$ cat config.mk
export PLATFORM = sky130hd
export DESIGN_NAME = muldiv_sequencer
export DESIGN_NICKNAME = d
export VERILOG_FILES = /design/src/rtl/muldiv_sequencer.sv
export SDC_FILE = /design/constraint.sdc
export NUM_CORES = 1
export LEC_CHECK = 0
export CORE_ASPECT_RATIO = 2
export CORE_MARGIN = 3
export CORE_UTILIZATION = 35
export CTS_CLUSTER_SIZE = 14
export DETAILED_ROUTE_END_ITERATION = 10
export PLACE_DENSITY = 0.54
export SLEW_MARGIN = 20
export SYNTH_ARGS = -nofsm -noshare
export SYNTH_HDL_FRONTEND = slang
export SYNTH_SLANG_ARGS = --single-unit
$ cat constraint.sdc
create_clock -name Clock -period 3.2 [get_ports Clock]
set_input_delay 0.48 -clock Clock [delete_from_list [all_inputs] [get_ports Clock]]
set_output_delay 0.48 -clock Clock [all_outputs]
set_load 0.05 [all_outputs]
$ cat src/rtl/muldiv_sequencer.sv
// muldiv_sequencer
// Iterative signed multiply/divide engine for the four-function calculator.
// A one-cycle Start pulse captures two W-bit two's-complement operands and an
// op select. The engine then runs W iterations of a radix-2 Booth multiply or
// a restoring divide on magnitudes. It finishes with a sign-fix/overflow
// cycle and a one-cycle Done pulse.
//
// Ports
//   Clock     in   rising-edge clock
//   Reset     in   asynchronous active-high reset, forces idle and clears outputs
//   Start     in   request pulse, accepted in the idle and done states
//   Op        in   0 = multiply, 1 = divide (quotient), sampled with Start
//   Abort     in   synchronous cancel, returns to idle, keeps Result/Overflow
//   OperandA  in   multiplicand / dividend
//   OperandB  in   multiplier / divisor
//   Busy      out  high from the cycle after acceptance until Done
//   Done      out  one-cycle completion pulse
//   Result    out  W-bit result, held until the next Done or Reset
//   Overflow  out  result not representable in W bits, or divide by zero

module muldiv_sequencer #(
  parameter int W = 11
) (
  input  logic         Clock,
  input  logic         Reset,
  input  logic         Start,
  input  logic         Op,
  input  logic         Abort,
  input  logic [W-1:0] OperandA,
  input  logic [W-1:0] OperandB,
  output logic         Busy,
  output logic         Done,
  output logic [W-1:0] Result,
  output logic         Overflow
);

  localparam int CW = $clog2(W + 1);

  typedef enum logic [2:0] {
    SIdle,
    SLoad,
    SMul,
    SDiv,
    SFix,
    SDone
  } state_t;

  state_t           stateQ, stateD;
  logic             opQ, opD;
  logic [W-1:0]     aQ, aD;
  logic [W-1:0]     bQ, bD;
  // Booth register: {P (W+1 bits), M (W bits), guard bit}
  logic [2*W+1:0]   prodQ, prodD;
  // Restoring divider: partial remainder and shifting dividend/quotient
  logic [W:0]       remQ, remD;
  logic [W-1:0]     quoQ, quoD;
  logic [CW-1:0]    cntQ, cntD;
  logic [W-1:0]     resultQ, resultD;
  logic             ovfQ, ovfD;

  logic [W-1:0]     absA, absB;
  logic [W:0]       aExt, pPart, boothSum;
  logic [2*W+1:0]   prodShift;
  logic [W:0]       remShift;
  logic [W+1:0]     trial;
  logic             mulInRange;
  logic             quoNeg;

  // Datapath helpers shared by the iteration and fix-up states.
  always_comb begin
    absA      = aQ[W-1] ? -aQ : aQ;
    absB      = bQ[W-1] ? -bQ : bQ;
    aExt      = {aQ[W-1], aQ};
    pPart     = prodQ[2*W+1:W+1];

    // {M[0], guard} selects add, subtract or hold of the multiplicand.
    case (prodQ[1:0])
      2'b01:   boothSum = pPart + aExt;
      2'b10:   boothSum = pPart - aExt;
      default: boothSum = pPart;
    endcase
    prodShift = {boothSum[W], boothSum, prodQ[W:1]};

    // Shift the next dividend bit into the remainder and trial-subtract.
    // The extra top bit of trial is its sign.
    remShift  = {remQ[W-1:0], quoQ[W-1]};
    trial     = {1'b0, remShift} - {2'b00, absB};

    // After W Booth steps the signed product sits in prodQ[2W+1:1]; it fits
    // in W bits when everything from product bit W-1 upward is a sign copy.
    mulInRange = (&prodQ[2*W+1:W]) | ~(|prodQ[2*W+1:W]);
    quoNeg     = aQ[W-1] ^ bQ[W-1];
  end

  // Next-state and register updates; Abort overrides every state.
  always_comb begin
    stateD  = stateQ;
    opD     = opQ;
    aD      = aQ;
    bD      = bQ;
    prodD   = prodQ;
    remD    = remQ;
    quoD    = quoQ;
    cntD    = cntQ;
    resultD = resultQ;
    ovfD    = ovfQ;

    if (Abort) begin
      stateD = SIdle;
    end else begin
      case (stateQ)
        SIdle, SDone: begin
          if (Start) begin
            stateD = SLoad;
            opD    = Op;
            aD     = OperandA;
            bD     = OperandB;
          end else begin
            stateD = SIdle;
          end
        end

        SLoad: begin
          prodD  = {{(W+1){1'b0}}, bQ, 1'b0};
          remD   = '0;
          quoD   = absA;
          cntD   = CW'(W);
          stateD = opQ ? SDiv : SMul;
        end

        SMul: begin
          prodD = prodShift;
          cntD  = cntQ - CW'(1);
          if (cntQ == CW'(1)) stateD = SFix;
        end

        SDiv: begin
          if (!trial[W+1]) begin
            remD = trial[W:0];
            quoD = {quoQ[W-2:0], 1'b1};
          end else begin
            remD = remShift;
            quoD = {quoQ[W-2:0], 1'b0};
          end
          cntD = cntQ - CW'(1);
          if (cntQ == CW'(1)) stateD = SFix;
        end

        SFix: begin
          if (!opQ) begin
            resultD = prodQ[W:1];
            ovfD    = ~mulInRange;
          end else if (bQ == '0) begin
            resultD = '0;
            ovfD    = 1'b1;
          end else begin
            // A positive quotient of 2^(W-1) only occurs for -2^(W-1) / -1.
            resultD = quoNeg ? -quoQ : quoQ;
            ovfD    = ~quoNeg & quoQ[W-1];
          end
          stateD = SDone;
        end

        default: stateD = SIdle;
      endcase
    end
  end

  // State and datapath registers with asynchronous clear.
  always_ff @(posedge Clock or posedge Reset) begin
    if (Reset) begin
      stateQ  <= SIdle;
      opQ     <= 1'b0;
      aQ      <= '0;
      bQ      <= '0;
      prodQ   <= '0;
      remQ    <= '0;
      quoQ    <= '0;
      cntQ    <= '0;
      resultQ <= '0;
      ovfQ    <= 1'b0;
    end else begin
      stateQ  <= stateD;
      opQ     <= opD;
      aQ      <= aD;
      bQ      <= bD;
      prodQ   <= prodD;
      remQ    <= remD;
      quoQ    <= quoD;
      cntQ    <= cntD;
      resultQ <= resultD;
      ovfQ    <= ovfD;
    end
  end

  // Busy deliberately excludes SLoad, so it covers the W iterations plus the
  // fix-up cycle. All outputs decode registered state only.
  assign Busy     = (stateQ == SMul) | (stateQ == SDiv) | (stateQ == SFix);
  assign Done     = (stateQ == SDone);
  assign Result   = resultQ;
  assign Overflow = ovfQ;

endmodule

# == Word level (Yosys, flattened, before mapping) ==
# Index checks and enable logic that the tools add are counted.
# op_classes
n_addsub,7
n_eq_ne,9
n_mux,19
bitwise_logic,9
reduce_logical,14
# ops
cell,count
$mux W11,6
$pmux W24 S2,1
$pmux W11 S2,2
$neg A11 Y11,3
$pmux W12 S2,1
$reduce_and A13 Y1,1
$reduce_or A13 Y1,1
$sub A12 B11 Y13,1
$add A12 B12 Y12,1
$pmux W3 S4,1
$sub A12 B12 Y12,1
$logic_not A11 Y1,1
$pmux W4 S2,1
$reduce_and A2 Y1,4
$eq A3 B2 Y1 const B,2
$eq A3 B3 Y1 const B,2
$mux W3,2
$reduce_bool A2 Y1,3
$mux W1,5
$eq A4 B1 Y1 const B,1
$not A1 Y1,4
$reduce_or A2 Y1,2
$sub A4 B1 Y4 const B,1
$eq A3 B1 Y1 const B,1
other kinds (8),10
# word_totals
reg_bits,88
input_bits,27
out_inout_bits,14
word_cells,68

# == Longest topological paths before layout ==
# logic_depth
ltp_word,5
mapped_depth,13
mapped_depth_nobuf,13

# == Least setup slack after synthesis ==
# OpenSTA, ideal clock, no wires.
# synth_timing
kind,register -> register
start,register aQ[2]
end,register prodQ[22]
setup_time_ps,126
arrival_time_ps,2746
t_required_ps,3074
slack_ps,328
stages_incl_launch_ff,13
n_path_buf,1
period_less_slack_ps,2872
path_cell_list,dfrtp_1 > or3_1 > clkbuf_1 > or3_1 > nand2_1 > xor2_1 > ha_1 > o211ai_1 > a21boi_0 > o21ai_0 > a21oi_1 > nor4_1 > a311o_1
# synth_between
elab_chain_cells,3
elab_cells_between_ends,4
classes_between,add/sub (2); mux (2)
# synth_rtl
element,line_no,rtl
start: declaration,50,"logic [W-1:0] aQ, aD;"
start signal: assignment,174,aQ <= '0;
start signal: assignment,185,aQ <= aD;
$sub A12 B12 Y12 / $add A12 B12 Y12 (equally long branches),"79, 78",
$pmux W12 S2 (*),77,case (prodQ[1:0])
$pmux W24 S2 (*),111,case (stateQ)
end signal: assignment,187,prodQ <= prodD;
end: declaration,53,"logic [2*W+1:0] prodQ, prodD;"
# Mark *: on every way between the ends. The rest lies on a longest branch, timed or not.
# A chain may end at the register's enable or synchronous reset.

# == Worst setup path after layout ==
# layout_timing
start,register aQ[0]
end,register prodQ[22]
# The elaborated chain is that of the path after synthesis.

==> results.md <==
- Synth cell types: 58
- First-pass GRT wire length: 26,800 um
- Fin. Hold Viols: 0
- CTS tree: yes
- Tot GR Track Use: 19.0%
- DIE AREA: 18,100 sq um
- VDD IR max: 363 uV
- Io pins: 41
- Arrival time at the worst endpoint: 3260 ps
- Routability Congestion: 0.904
- Top cells by area, synth: dfrtp_1 (38%), ha_1 (6.5%), mux2_2 (4.9%)
- Worst Setup SP: aQ[0]
- Vias/cell: 5.60
- Clock root buffer: clkbuf_16
- Mapped Area: 5770 sq um
- Vias in the first global route: 5,109
- Met3 WL: 450 um
- Met2 Wirelength: 9500 um
- Max cap viols: 0
- Core Util, Final: 43.0%
- Total wire length: 16,800 um
- Area share of the largest cell type after synthesis: 37.8%
- Minimum clock period: 3030 ps
- Reg2reg end: prodQ[22]
- Share of flip-flops with an asynchronous set or reset: 100%
- Pwr/cell area: 1110 nW/um^2
- Critical Path Start Type: flop
- Port bufs: 40
- Die W: 96.8 um
- Starting Density: 36.2%
- CP endpoint: prodQ[22]
- Syn_area_per_cell: 9.21 sq um
- Largest net degree at the start of global routing: 44
- Crit path kind: flop to flop
- Depth of the most critical reg-to-reg path: 11
- Average routed wire per standard cell: 19.1 um
- Highest routed layer: met4
- Minimum setup slack among reg-to-reg paths: 170 ps
- Clock buffer depth: 2
- DRT antenna net count: 0
- DR pass1 iterations: 5
- Fmax: 330 MHz
- Area grow syn2layout: 18.9%
- Setup Viol. Count Final: 0
- Initial antenna violation count: 0
- Warnings from Yosys: 0
- Cells after Synth: 626
- DRC viols: 0
- Relative slew margins: 55.1%
- Placed cells: 863
- GR Overflow Total: 0
- Number of synthesized register bits: 87
- Final Max Slew Viols: 0
- Ratio of cells with drive above 1 in the final layout: 12.4%
- Unrepaired setup endpoints after global routing: false
- Req. time, crit path: 3430 ps
- Number of synthesized flops with an enable pin: 0
- Vias: 4,926
- Row cnt: 65
- Clock Skews: 10.2 ps
- Outcome: completed
- Die Span Y: 188 um
- Wl on met1: 5610 um
- Reg-to-reg startpoint: aQ[0]
- Antenna diode count: 0
- Period utilisation layout: 94.6%
- Worst-Margin Slew: 673 ps
- Core Footprint: 15,900 sq um
- Insertion delay to the later sink of the worst-skew pair: 360 ps
- 1st-iter DRT viols: 271
- Max FO, Critical Path: 5
- Clock slew at reported path FFs: 70 ps
- Area leader, netlist: dfrtp_1
- Worst min-delay path category: flop to flop
- Non-Filler Instances: 879
- CTS sink count: 87
- Lkg Pwr: 2.94 nW
- DP HPWL: 13,300 um
- Total CTS buffers: 9
- Crit. End Element: flop
- CTS H-tree lvls: 3
- NumNets Final: 733
- Register area share after synthesis: 37.8%
- Post-synth net total: 685
- Post-Route Setup TNS: 0 ps
- Primary FF master, synth: dfrtp_1
==> kinds of logic (layout without fill, tap and decap cells) <==
group	after synthesis	in the layout	share of synthesized area, %
XOR/XNOR	48	48	7.29
AO/OA/AOI/OAI	162	162	18.5
buffers and inverters	66	118	4.51
multiplexers	43	43	8.01
flip-flops	87	87	37.8
AND/OR/NAND/NOR	188	188	16.8
adder cells (fa/ha/maj)	32	32	7.20
==> metrics by stage <==
step | hold WS [ps] | area, sq um | power (mW) | setup WS [ps]
global placement | 482 | 6520 | 6.38 | 73.5
finish | 496 | 6850 | 7.60 | 172
floorplan | 471 | 5770 | 5.08 | 328
global route | 517 | 6850 | 8.19 | 22.6
CTS | 502 | 6830 | 7.61 | 62.5
detailed placement | 488 | 6520 | 6.46 | 8.44
==> Yosys cell counts, drive strengths merged, types with 4 or more instances <==
master / n
o22ai: 4
a21boi: 4
a211oi: 6
a21o: 7
nand2: 55
clkbuf: 28
o21a: 14
a31oi: 9
nand4: 14
nand3: 15
inv: 31
dfrtp: 87
mux2: 25
o221ai: 13
xor2: 19
o21ai: 49
ha: 30
o31ai: 5
mux2i: 18
nor4: 9
nor3: 13
nor3b: 4
o211ai: 5
nor2b: 6
nand2b: 9
a21oi: 26
buf: 7
xnor2: 29
or3: 7
and2: 5
or4: 5
nor2: 36
==> power breakdown <==
group	leakage (nW)	internal, mW	switching, mW
Clock	0.147	0.682	0.439
Combinational	1.69	1.92	2.52
Sequential	1.10	1.51	0.536
Total	2.94	4.11	3.49
==> sequential cells by signal, indices dropped and copies added, names as in the netlist, 3 cells and up <==
signal	count
stateQ	3
remQ	11
aQ	11
cntQ	4
quoQ	11
bQ	11
prodQ	23
Result	11
==> area by class of cell <==
type                       count  area, sq um
clock buffer                  12          236
clock inverter                 3         68.8
fill                        1618         9090
inverter                      31          118
multi-input combinational    473         3350
sequential                    87         2180
tap                          201          251
timing repair buffer          72          653
==> placed cells by master (no fill, tap or decap), types with 3 or more instances in the layout <==
cell	n
a211oi_1	5
a21boi_0	3
a21o_1	7
a21oi_1	26
a22o_1	3
a31oi_1	8
a32oi_1	3
and2_1	5
and3_1	3
buf_4	31
clkbuf_1	3
clkbuf_16	9
clkdlybuf4s50_1	40
dfrtp_1	87
ha_1	30
inv_1	30
mux2_2	25
mux2i_1	18
nand2_1	55
nand2b_1	9
nand3_1	15
nand3b_1	3
nand4_1	14
nor2_1	36
nor2b_1	6
nor3_1	11
nor3b_1	3
nor4_1	8
o211ai_1	5
o21a_1	14
o21ai_0	47
o221ai_1	13
o22ai_1	4
o31ai_1	5
or3_1	7
or4_1	4
xnor2_1	29
xor2_1	19
==> how the worst min path moves through the flow <==
stage	startpoint	endpoint	slack, ps	cells after the start
after floorplan	prodQ[10]	prodQ[10]	470	2
after global placement	Result[9]	Result[9]	480	1
after detailed placement	Result[3]	Result[3]	490	1
after CTS	Result[3]	Result[3]	500	1
after global routing	Result[5]	Result[5]	520	1
final	Result[3]	Result[3]	500	1
==> repair_timing <==
action,CTS,global route
hold buffers,0,0
gates resized for setup,1,5
buffers inserted,0,1
setup endpoints to repair,1,7
pin swaps,0,1
==> worst max-delay path, cell delays in order (launching register included) <==
cell and delay [ps]:
dfrtp_1 420, inv_1 100, ha_1 170, nand2_1 70, or3_1 380, and2_1 200, xnor2_1 120, ha_1 190
or4_1 530, o21ai_1 230, a21oi_1 120, a311o_1 360
==> per-layer routing <==
metal / vias up / GRT usage, %
li1: 2365 / -
met1: 2379 / 17.8
met2: 121 / 36.3
met3: 61 / 2.90
met4: 0 / 13.8
met5: - / 0
No activity file was read; power rests on OpenSTA's default activity.
